`src/rtl/sr_latch_driver.sv`:
```
//------------------------------------------------------------------------------
// sr_latch_driver
//
// Synchronous command front-end for a cross-coupled NAND SR latch. A single
// valid/ready command becomes one clean low pulse on exactly one of the two
// active-low latch inputs. The pulse is followed by a recovery gap. At the end
// of the gap the synchronized latch Q is compared against the commanded value.
//
// Parameters
//   PULSE_CYCLES   : cycles each low pulse is held (>= 1)
//   GAP_CYCLES     : recovery cycles before the readback check (>= 3, so the
//                    2-flop synchronizer has settled plus margin)
//   SKIP_REDUNDANT : 1 = a command whose target already equals q_state
//                    completes immediately without pulsing
//
// Ports
//   clk        : clock, all state updates on the rising edge
//   rst_n      : asynchronous active-low reset
//   cmd_valid  : command present
//   cmd_set    : command target (1 = drive Q to 1, 0 = drive Q to 0)
//   cmd_ready  : command can be accepted (high only in IDLE)
//   set_n      : registered, low forces latch Q = 1
//   clr_n      : registered, low forces latch Q = 0
//   q_fb       : latch Q, asynchronous to clk
//   q_state    : q_fb after a 2-flop synchronizer
//   done       : one-cycle pulse when a command completes
//   done_skip  : one-cycle pulse with done when the command was redundant
//   err        : sticky readback-mismatch flag
//   err_clr    : synchronous clear of err (a coincident new mismatch wins)
//------------------------------------------------------------------------------
`timescale 1ns/1ps

module sr_latch_driver #(
  parameter int unsigned PULSE_CYCLES   = 4,
  parameter int unsigned GAP_CYCLES     = 3,
  parameter bit          SKIP_REDUNDANT = 1'b1
) (
  input  logic clk,
  input  logic rst_n,
  input  logic cmd_valid,
  input  logic cmd_set,
  output logic cmd_ready,
  output logic set_n,
  output logic clr_n,
  input  logic q_fb,
  output logic q_state,
  output logic done,
  output logic done_skip,
  output logic err,
  input  logic err_clr
);

  // The counter only ever holds a reload value counting down to zero, so it is
  // sized for the larger of the two phase lengths.
  localparam int unsigned CNT_MAX = (PULSE_CYCLES > GAP_CYCLES) ? PULSE_CYCLES : GAP_CYCLES;
  localparam int unsigned CNT_W   = $clog2(CNT_MAX + 1);

  localparam logic [CNT_W-1:0] PULSE_LOAD = CNT_W'(PULSE_CYCLES - 1);
  localparam logic [CNT_W-1:0] GAP_LOAD   = CNT_W'(GAP_CYCLES - 1);

  typedef enum logic [1:0] {
    IDLE  = 2'd0,
    PULSE = 2'd1,
    GAP   = 2'd2
  } state_t;

  state_t           state;
  logic [CNT_W-1:0] cnt;
  logic             target;
  logic             q_meta;
  logic             accept;
  logic             redundant;

  // cmd_ready is registered and only high in IDLE, so this is a clean accept.
  assign accept    = cmd_valid && cmd_ready;
  assign redundant = SKIP_REDUNDANT && (q_state == cmd_set);

  //----------------------------------------------------------------------------
  // Two-flop synchronizer for the asynchronous latch readback.
  //----------------------------------------------------------------------------
  // NOTE: sequential state uses non-blocking (<=) so every flop samples the
  // pre-edge value of its source; blocking here would collapse the two stages.
  always_ff @(posedge clk or negedge rst_n) begin
    if (!rst_n) begin
      q_meta  <= 1'b0;
      q_state <= 1'b0;
    end else begin
      q_meta  <= q_fb;
      q_state <= q_meta;
    end
  end

  //----------------------------------------------------------------------------
  // Command FSM with registered outputs.
  //
  // set_n and clr_n are only ever driven low from the single target bit, one
  // through inversion and one directly, so both-low cannot be produced. Reset
  // forces both high asynchronously, which also aborts a pulse in flight.
  //----------------------------------------------------------------------------
  always_ff @(posedge clk or negedge rst_n) begin
    if (!rst_n) begin
      state     <= IDLE;
      cnt       <= '0;
      target    <= 1'b0;
      set_n     <= 1'b1;
      clr_n     <= 1'b1;
      cmd_ready <= 1'b0;
      done      <= 1'b0;
      done_skip <= 1'b0;
      err       <= 1'b0;
    end else begin
      // NOTE: defaults at the top of the block make done/done_skip one-cycle
      // pulses; later assignments in the same block override them.
      done      <= 1'b0;
      done_skip <= 1'b0;

      // A mismatch assigned further down overrides this clear, so set wins.
      if (err_clr) begin
        err <= 1'b0;
      end

      case (state)
        IDLE: begin
          cmd_ready <= 1'b1;
          set_n     <= 1'b1;
          clr_n     <= 1'b1;
          cnt       <= '0;
          if (accept) begin
            if (redundant) begin
              done      <= 1'b1;
              done_skip <= 1'b1;
            end else begin
              target    <= cmd_set;
              state     <= PULSE;
              cnt       <= PULSE_LOAD;
              cmd_ready <= 1'b0;
              set_n     <= !cmd_set;
              clr_n     <= cmd_set;
            end
          end
        end

        PULSE: begin
          if (cnt == '0) begin
            state <= GAP;
            cnt   <= GAP_LOAD;
            set_n <= 1'b1;
            clr_n <= 1'b1;
          end else begin
            cnt <= cnt - CNT_W'(1);
          end
        end

        GAP: begin
          if (cnt == '0) begin
            state     <= IDLE;
            cnt       <= '0;
            done      <= 1'b1;
            cmd_ready <= 1'b1;
            if (q_state != target) begin
              err <= 1'b1;
            end
          end else begin
            cnt <= cnt - CNT_W'(1);
          end
        end

        default: begin
          state     <= IDLE;
          cnt       <= '0;
          set_n     <= 1'b1;
          clr_n     <= 1'b1;
          cmd_ready <= 1'b0;
        end
      endcase
    end
  end

endmodule
```
`config.mk`:
```
export PLATFORM = sky130hd
export DESIGN_NAME = sr_latch_driver
export DESIGN_NICKNAME = d
export VERILOG_FILES = /design/src/rtl/sr_latch_driver.sv
export SDC_FILE = /design/constraint.sdc
export NUM_CORES = 1
export LEC_CHECK = 0
export ABC_CLOCK_PERIOD_IN_PS = 2100
export CORE_AREA = 2 2 39 41
export CTS_CLUSTER_DIAMETER = 40
export CTS_CLUSTER_SIZE = 8
export DETAILED_ROUTE_END_ITERATION = 8
export DIE_AREA = 0 0 41 43
export PLACE_DENSITY = 0.76
export SKIP_LAST_GASP = 1
export SLEW_MARGIN = 20
export SYNTH_ARGS = -nofsm -noshare
export SYNTH_HDL_FRONTEND = slang
export SYNTH_SLANG_ARGS = --single-unit
```
`constraint.sdc`:
```
create_clock -name clk -period 2.1 [get_ports clk]
set_input_delay 0.21 -clock clk [delete_from_list [all_inputs] [get_ports clk]]
set_output_delay 0.21 -clock clk [all_outputs]
set_load 0.03 [all_outputs]
```
# Word level (Yosys, flattened, before mapping)

Cells that the tools add are included.

Bits in registers: 14
Input bits: 6
Output and inout bits: 7
Logic and storage cells: 59

$add $sub $neg: 1
Equality and inequality tests: 8
Mux-type cells: 28
Bitwise gates (word level): 3
Reductions and logical operators: 8

Operator list:

| cell                | count |
|---|---|
| $mux 1              | 14 |
| $mux 2              | 6 |
| $pmux 1 s3          | 3 |
| $pmux 3 s3          | 1 |
| $ne 2x2->1 const B  | 4 |
| $mux 3              | 2 |
| $pmux 2 s3          | 1 |
| $reduce_and 2->1    | 2 |
| $reduce_and 4->1    | 1 |
| $logic_not 3->1     | 1 |
| $not 1->1           | 3 |
| $reduce_and 3->1    | 1 |
| $sub 3x1->3 const B | 1 |
| $eq 2x1->1 const B  | 1 |
| $eq 2x2->1 const B  | 1 |
| $logic_not 2->1     | 1 |
| $pmux 1 s2          | 1 |
| $eq 1x1->1          | 1 |
| $logic_and 1x1->1   | 1 |
| $logic_not 1->1     | 1 |
| $ne 1x1->1          | 1 |

# Depth between registers and ports, before layout

Gate-level depths: netlist (run 1).

Word-level depth: 4
Depth in mapped cells: 5
Gate-level depth less buffers: 5

# Least setup slack after synthesis (run 1)

OpenSTA, ideal clock, no wires.

Path type: flip-flop to flip-flop
Start: register q_state
End: register target
Setup time: 125 ps
Arrival: 1,274 ps
Data required time: 1,975 ps
Path slack: 701 ps
Cell stages (with the launch flop): 4
Path buffers: 0
Clock period less this slack: 1,399 ps
Cell sequence: dfrtp_1 > ha_1 > nand2b_4 > mux2_4

Longest elaborated chain between the ends: 3

Ends and longest elaborated chain:

| what                              | line | source |
|---|---|---|
| from (decl)                       | 46   | `output logic q_state,` |
| from (signal assigned)            | 89   | `q_state <= q_meta;` |
| $eq 1x1->1                        | 76   | `assign redundant = SKIP_REDUNDANT && (q_state == cmd_set);` |
| $not 1->1 (no source line)        | -    |  |
| $reduce_and 3->1 (no source line) | -    |  |
| to (signal assigned)              | 133  | `target <= cmd_set;` |
| to (decl)                         | 69   | `logic target;` |

No other way between the ends.
A chain may end at the register's enable or synchronous reset.

# Worst setup path in the final report (run 1)

Start: register clr_n
End: output port clr_n

RTL lines:

| what                   | line | source |
|---|---|---|
| from (decl)            | 44   | `output logic clr_n,` |
| from (signal assigned) | 138  | `clr_n <= cmd_set;` |

No word-level cell between the ends.

==> results.json, run 1 <==
{
  "status": "completed",
  "cts_tree": "done",
  "ys_ff_latch": 14,
  "synth_top_family_by_area": "simple AND/OR/NAND/NOR gates",
  "cts_root_buffer": "clkbuf_4",
  "critPathBufInv": 1,
  "finalSetupViolCount": 0,
  "cp.arrival_ns": 1.49,
  "hp-class": "in2async",
  "cts.repair.resized": 0,
  "p_int_w": 0.0006912,
  "drive_above_1_share": 0.1304,
  "initial_utilization": 0.4693,
  "fin_crit_sh": 0.8073,
  "ys.warnings.count": 0,
  "criticalPathCategory": "reg2out",
  "routedWlPerCell_um": 14.47,
  "finalMaxSlewViolations": 0,
  "antenna_found_initial": 0,
  "p_comb_frac": 0.476,
  "rows": 14,
  "grt_pass1_wl_mm": 2.152,
  "dr_total_vias": 438,
  "worstPathRequired_ns": 1.89,
  "fp.dieH_um": 43,
  "slowest_stage": "clkdlybuf4s50_1",
  "yosys-top-cells-area": "dfrtp_1 46%, dfstp_2 8.1%, ha_1 7.7%, a21o_1 3.5%, inv_1 3.5%",
  "crit_fanout": 2,
  "clk_latency_ns": 0.28,
  "ys_seq_area_frac": 0.5434,
  "syn_inst": 53,
  "fin_setup_tns_ns": 0,
  "core_area_um2": 1384,
  "p_per_area_nw_per_um2": 1377,
  "end_kind": "output pin",
  "synth-simple-area-share": 0.1484,
  "cts.clk_slew.worst_paths_ns": 0.09,
  "drc": 0,
  "crit_chain": "clkdlybuf4s50_1",
  "dieArea_um2": 1763,
  "cts_hold_buf": 0,
  "leakagePower_nw": 0.3911,
  "hold_ws_ns": 0.3102,
  "worst_slew_pin_slew_ns": 0.6276,
  "cts_made_buffers": 3,
  "cts.sinks": 14,
  "worst_setup_path_start_kind": "register",
  "max_stage_delay_ns": 0.67,
  "clock_path_buffers": 2,
  "skew_ns": 0.005397,
  "h-tree-depth": 1,
  "synthDistinctLibCells": 22,
  "nets": 80,
  "fmax_mhz": 589.9,
  "irDropWorstVdd_mv": 0.6226,
  "drt-total-wl_mm": 1.230,
  "synth_top_area_cell": "dfrtp_1",
  "gp_congestion": 0.7854,
  "grt_pass1_vias": 477,
  "grt_usage": 0.1854,
  "synthToLayoutAreaGrowth_pct": 25.63,
  "drv_cap": 0,
  "io_buffers": 12,
  "power.switching_w": 0.0004325,
  "ys_async_sr_fraction": 1.000,
  "hold_violations": 0,
  "synth_mux_area_frac": 0.03854,
  "io_pins": 13,
  "die_x_um": 41,
  "period_minus_slack_ns": 1.695,
  "diodes": 0,
  "final_area_um2": 815.8,
  "ant_nets": 0,
  "synth.top_cell.area_share": 0.4624,
  "synth_compound_area_frac": 0.1445,
  "crit_family": "buffers and inverters",
  "synth-edff-count": 0,
  "slew_headroom": 0.5803,
  "dp_hpwl_um": 950.1,
  "avgSynthCellArea_um2": 12.25,
  "swShare": 0.3849,
  "dpl-instance-area_um2": 789.5,
  "synth_xor_area_frac": 0.01349,
  "cts_setup_buffers": 0,
  "syn_area_um2": 649.4,
  "grt_overflow": 0,
  "synth_ff_type": "dfrtp_1",
  "clkPwrFrac": 0.145,
  "avgViaCountPerCell": 5.153,
  "rsz0062_at_grt": "false",
  "grt_start_max_net_pins": 15,
  "synthAdderAreaFrac": 0.07707,
  "firstDrtPassIters": 2,
  "syn_nets": 63,
  "yosysMostFrequentCell": "dfrtp_1",
  "drtIter0Drc": 5,
  "synth_commonest_cells": "12 x dfrtp_1, 6 x inv_1, 4 x ha_1",
  "power.share.sequential": 0.379
}
area by class of cell:
type / count / area (um^2)
multi-input combinational: 33 / 274.0
timing repair buffer: 12 / 120.1
fill: 130 / 568.0
clock buffer: 4 / 26.28
inverter: 6 / 22.52
tap: 16 / 20.02
sequential: 14 / 352.8
sequential cells by signal, summed over array words and instances (netlist names):
signal	cells
clr_n	1
cmd_ready	1
cnt	3
done	1
done_skip	1
err	1
q_meta	1
q_state	1
set_n	1
state	2
target	1
cell usage in the layout, fill, tap and decap left out, types with 3 or more instances in the layout:
cell and count:
dfrtp_1 12, clkbuf_4 3, a21o_1 3, clkdlybuf4s50_1 12, inv_1 6, nand2b_1 3
ha_1 4, o21ai_0 3
metrics by stage:
stage / power [W] / utilization / worst slack [ns] / std cells
3_3_place_gp: 0.0009568 / 0.5705 / 0.4785 / 81
6_report: 0.001124 / 0.5895 / 0.4047 / 85
4_1_cts: 0.001131 / 0.5895 / 0.4002 / 85
2_1_floorplan: 0.0008120 / - / 0.7007 / 53
3_5_place_dp: 0.0009698 / 0.5705 / 0.3794 / 81
5_1_grt: 0.001198 / 0.5895 / 0.3841 / 85
metal layers:
layer  up-vias  part of all wire  global-route usage  wire length (um)
li1        214                 -                   -                 -
met1       210              0.41              0.2273               510
met2        11              0.53              0.3125               657
met3         3             0.036             0.03141                44
met4         0             0.014             0.06000                17
met5         -                 0                   0                 0
final timing paths:
kind                                    from                   to  slack (ns)  cells past startpoint
max reg2reg                 cnt[0]$_DFF_PN0_    set_n$_DFFE_PN1P_        0.65                      5
min in group clk                        q_fb     q_meta$_DFF_PN0_        0.36                      1
max in group asynchronous              rst_n  done_skip$_DFF_PN0_        1.38                      1
min reg2reg                 q_meta$_DFF_PN0_    q_state$_DFF_PN0_        0.37                      0
max                        clr_n$_DFFE_PN1P_                clr_n        0.40                      1
min                                    rst_n     cnt[0]$_DFF_PN0_        0.31                      1
kinds of logic after synthesis:
group           after synthesis
simple gates                 14
compound gates               12
xor+xnor                      1
buf+inv                       6
fa+ha+maj                     4
flops                        14
mux                           2
power by group through the flow:
stage / logic [W] / clock network (W) / registers [W]
6_report: 0.000535 / 0.000163 / 0.000426
5_1_grt: 0.000591 / 0.000170 / 0.000438
4_1_cts: 0.000543 / 0.000163 / 0.000426
3_5_place_dp: 0.000540 / 0 / 0.000430
3_3_place_gp: 0.000531 / 0 / 0.000426
2_1_floorplan: 0.000329 / 0 / 0.000483
No activity file was read; power rests on OpenSTA's default activity.
==> run 2: changes to the inputs <==
--- a/config.mk
+++ b/config.mk
@@ -5,13 +5,13 @@
 export SDC_FILE = /design/constraint.sdc
 export NUM_CORES = 1
 export LEC_CHECK = 0
-export ABC_CLOCK_PERIOD_IN_PS = 2100
-export CORE_AREA = 2 2 39 41
+export ABC_CLOCK_PERIOD_IN_PS = 1500
+export CORE_MARGIN = 1.5
+export CORE_UTILIZATION = 43
 export CTS_CLUSTER_DIAMETER = 40
 export CTS_CLUSTER_SIZE = 8
 export DETAILED_ROUTE_END_ITERATION = 8
-export DIE_AREA = 0 0 41 43
-export PLACE_DENSITY = 0.76
+export PLACE_DENSITY = 0.71
 export SKIP_LAST_GASP = 1
 export SLEW_MARGIN = 20
 export SYNTH_ARGS = -nofsm -noshare
==> constraint.sdc (replaced) <==
create_clock -name clk -period 1.5 [get_ports clk]
set_input_delay 0.15 -clock clk [delete_from_list [all_inputs] [get_ports clk]]
set_output_delay 0.15 -clock clk [all_outputs]
set_load 0.03 [all_outputs]
==> results.json, run 2 (synthesis results as in run 1) <==
{
  "status": "completed",
  "largest_register_ffs": 3,
  "cts.sinks": 14,
  "core_area_um2": 1350,
  "routed-wl-met2_um": 529,
  "io_buffers": 12,
  "dieArea_um2": 1752,
  "dp_hpwl_um": 844.8,
  "final_common_cell": "dfrtp_1",
  "wl_met3_um": 53,
  "cts_root_buffer": "clkbuf_4",
  "pre_cts_slack_ns": -0.06765,
  "diodes": 0,
  "nets": 84,
  "max_stage_delay_ns": 0.67,
  "wl_met1_um": 509,
  "gp_congestion": 0.6702,
  "total_power_w": 0.001646,
  "crit_chain": "clkdlybuf4s50_1",
  "timing.final.ws_setup_ns": 0.06372,
  "worst_setup_path_start_kind": "register",
  "grt_start_max_net_pins": 15,
  "slew_headroom": 0.7908,
  "top_layer_used": "met4",
  "ant_nets": 0,
  "grt_overflow": 0,
  "drt-total-wl_mm": 1.117,
  "synthToLayoutAreaGrowth_pct": 31.79,
  "drc": 0,
  "worst_slew_pin_slew_ns": 0.3133,
  "fp.dieH_um": 41.86,
  "critPathBufInv": 1,
  "hp-class": "in2async",
  "r2r-start": "state[0]$_DFFE_PN0P_",
  "slowest_stage": "clkdlybuf4s50_1",
  "hold_violations": 0,
  "criticalPathCategory": "reg2out",
  "rr_endpoint": "target$_DFFE_PN0P_",
  "grt_usage": 0.1529,
  "crit_family": "buffers and inverters",
  "routedWlPerCell_um": 12.69,
  "r2r_setup_slack_ns": 0.17,
  "leakagePower_nw": 0.4187,
  "dr_total_vias": 452,
  "cts.clk_slew.worst_paths_ns": 0.08,
  "io_pins": 13,
  "drive_above_1_share": 0.2055,
  "period_minus_slack_ns": 1.436,
  "fmax_mhz": 696.2,
  "firstDrtPassIters": 4,
  "grt_pass1_wl_mm": 1.980,
  "crit_fanout": 2,
  "p_per_area_nw_per_um2": 1923,
  "grt_pass1_vias": 459,
  "finalMaxSlewViolations": 0,
  "die_x_um": 41.86,
  "regMostFlops": "cnt",
  "irDropWorstVdd_mv": 0.8957,
  "r2r_cells": 3,
  "drtIter0Drc": 4,
  "rows": 13,
  "cts_made_buffers": 3,
  "final_cell_mix": "12 x dfrtp_1, 8 x clkdlybuf4s50_1, 6 x inv_1, 4 x ha_1, 4 x buf_4",
  "end_kind": "output pin",
  "avgViaCountPerCell": 5.136,
  "cts_hold_buf": 0,
  "worstPathRequired_ns": 1.35,
  "fin_crit_sh": 0.9575,
  "initial_utilization": 0.4810,
  "h-tree-depth": 1,
  "antenna_found_initial": 0,
  "clock_path_buffers": 2,
  "drv_cap": 0,
  "reg_top3": "cnt x3, state x2",
  "cts_tree": "done",
  "n_fill_cell": 117,
  "clk_latency_ns": 0.28,
  "cp.arrival_ns": 1.29,
  "skew_ns": 0.005119,
  "rsz0062_at_grt": "false",
  "finalSetupViolCount": 0
}
run 2: layer usage:
layer,global-route usage,up-vias
li1,-,221
met1,0.1905,216
met2,0.2406,11
met3,0.04348,4
met4,0.07742,0
met5,0,-
run 2: power by group:
group / switching, W / leakage, nW / internal [W] / total (W)
clock: 0.000118 / 0.0210 / 0.000148 / 0.000266
combinational: 0.000397 / 0.225 / 0.000390 / 0.000787
sequential: 0.0000878 / 0.172 / 0.000505 / 0.000593
total: 0.000603 / 0.419 / 0.00104 / 0.00165
run 2: what timing repair did:
| item | 4_1_cts | 5_1_grt |
|---|---|---|
| setup endpoints to repair | 3 | 4 |
| gates resized for setup | 3 | 2 |
| setup buffers | 0 | 0 |
run 2: worst max-delay path by stage:
| stage | start | end | slack [ns] | depth (start not counted) |
|---|---|---|---|---|
| after floorplan | q_state$_DFF_PN0_ | target$_DFFE_PN0P_ | 0.10 | 3 |
| after global placement | cmd_set | target$_DFFE_PN0P_ | -0.02 | 5 |
| after detailed placement | cmd_set | target$_DFFE_PN0P_ | -0.07 | 5 |
| after CTS | cmd_ready$_DFFE_PN0P_ | cmd_ready | 0.02 | 1 |
| after global routing | err$_DFF_PN0_ | err | 0.02 | 1 |
| final | err$_DFF_PN0_ | err | 0.06 | 1 |
run 2: stage by stage:
step	instance area, um^2	util	hold WS, ns	TNS, ns	std cells
6_report	855.8	0.6339	0.1796	0	88
3_5_place_dp	818.3	0.6061	0.3364	-0.06765	84
5_1_grt	855.8	0.6339	0.1957	0	88
4_1_cts	850.8	0.6302	0.1864	0	88
3_3_place_gp	818.3	0.6061	0.3410	-0.01914	84
2_1_floorplan	649.4	-	-0.1456	0	53
run 2: final cells by class:
cell class                      count  area, um^2  share of cell area
Sequential cell                    14       352.8              0.4123
Multi-Input combinational cell     33       276.5              0.3231
Timing Repair Buffer               16       148.9              0.1740
Clock buffer                        4       36.28             0.04240
Inverter                            6       22.52             0.02632
Tap cell                           15       18.77             0.02193
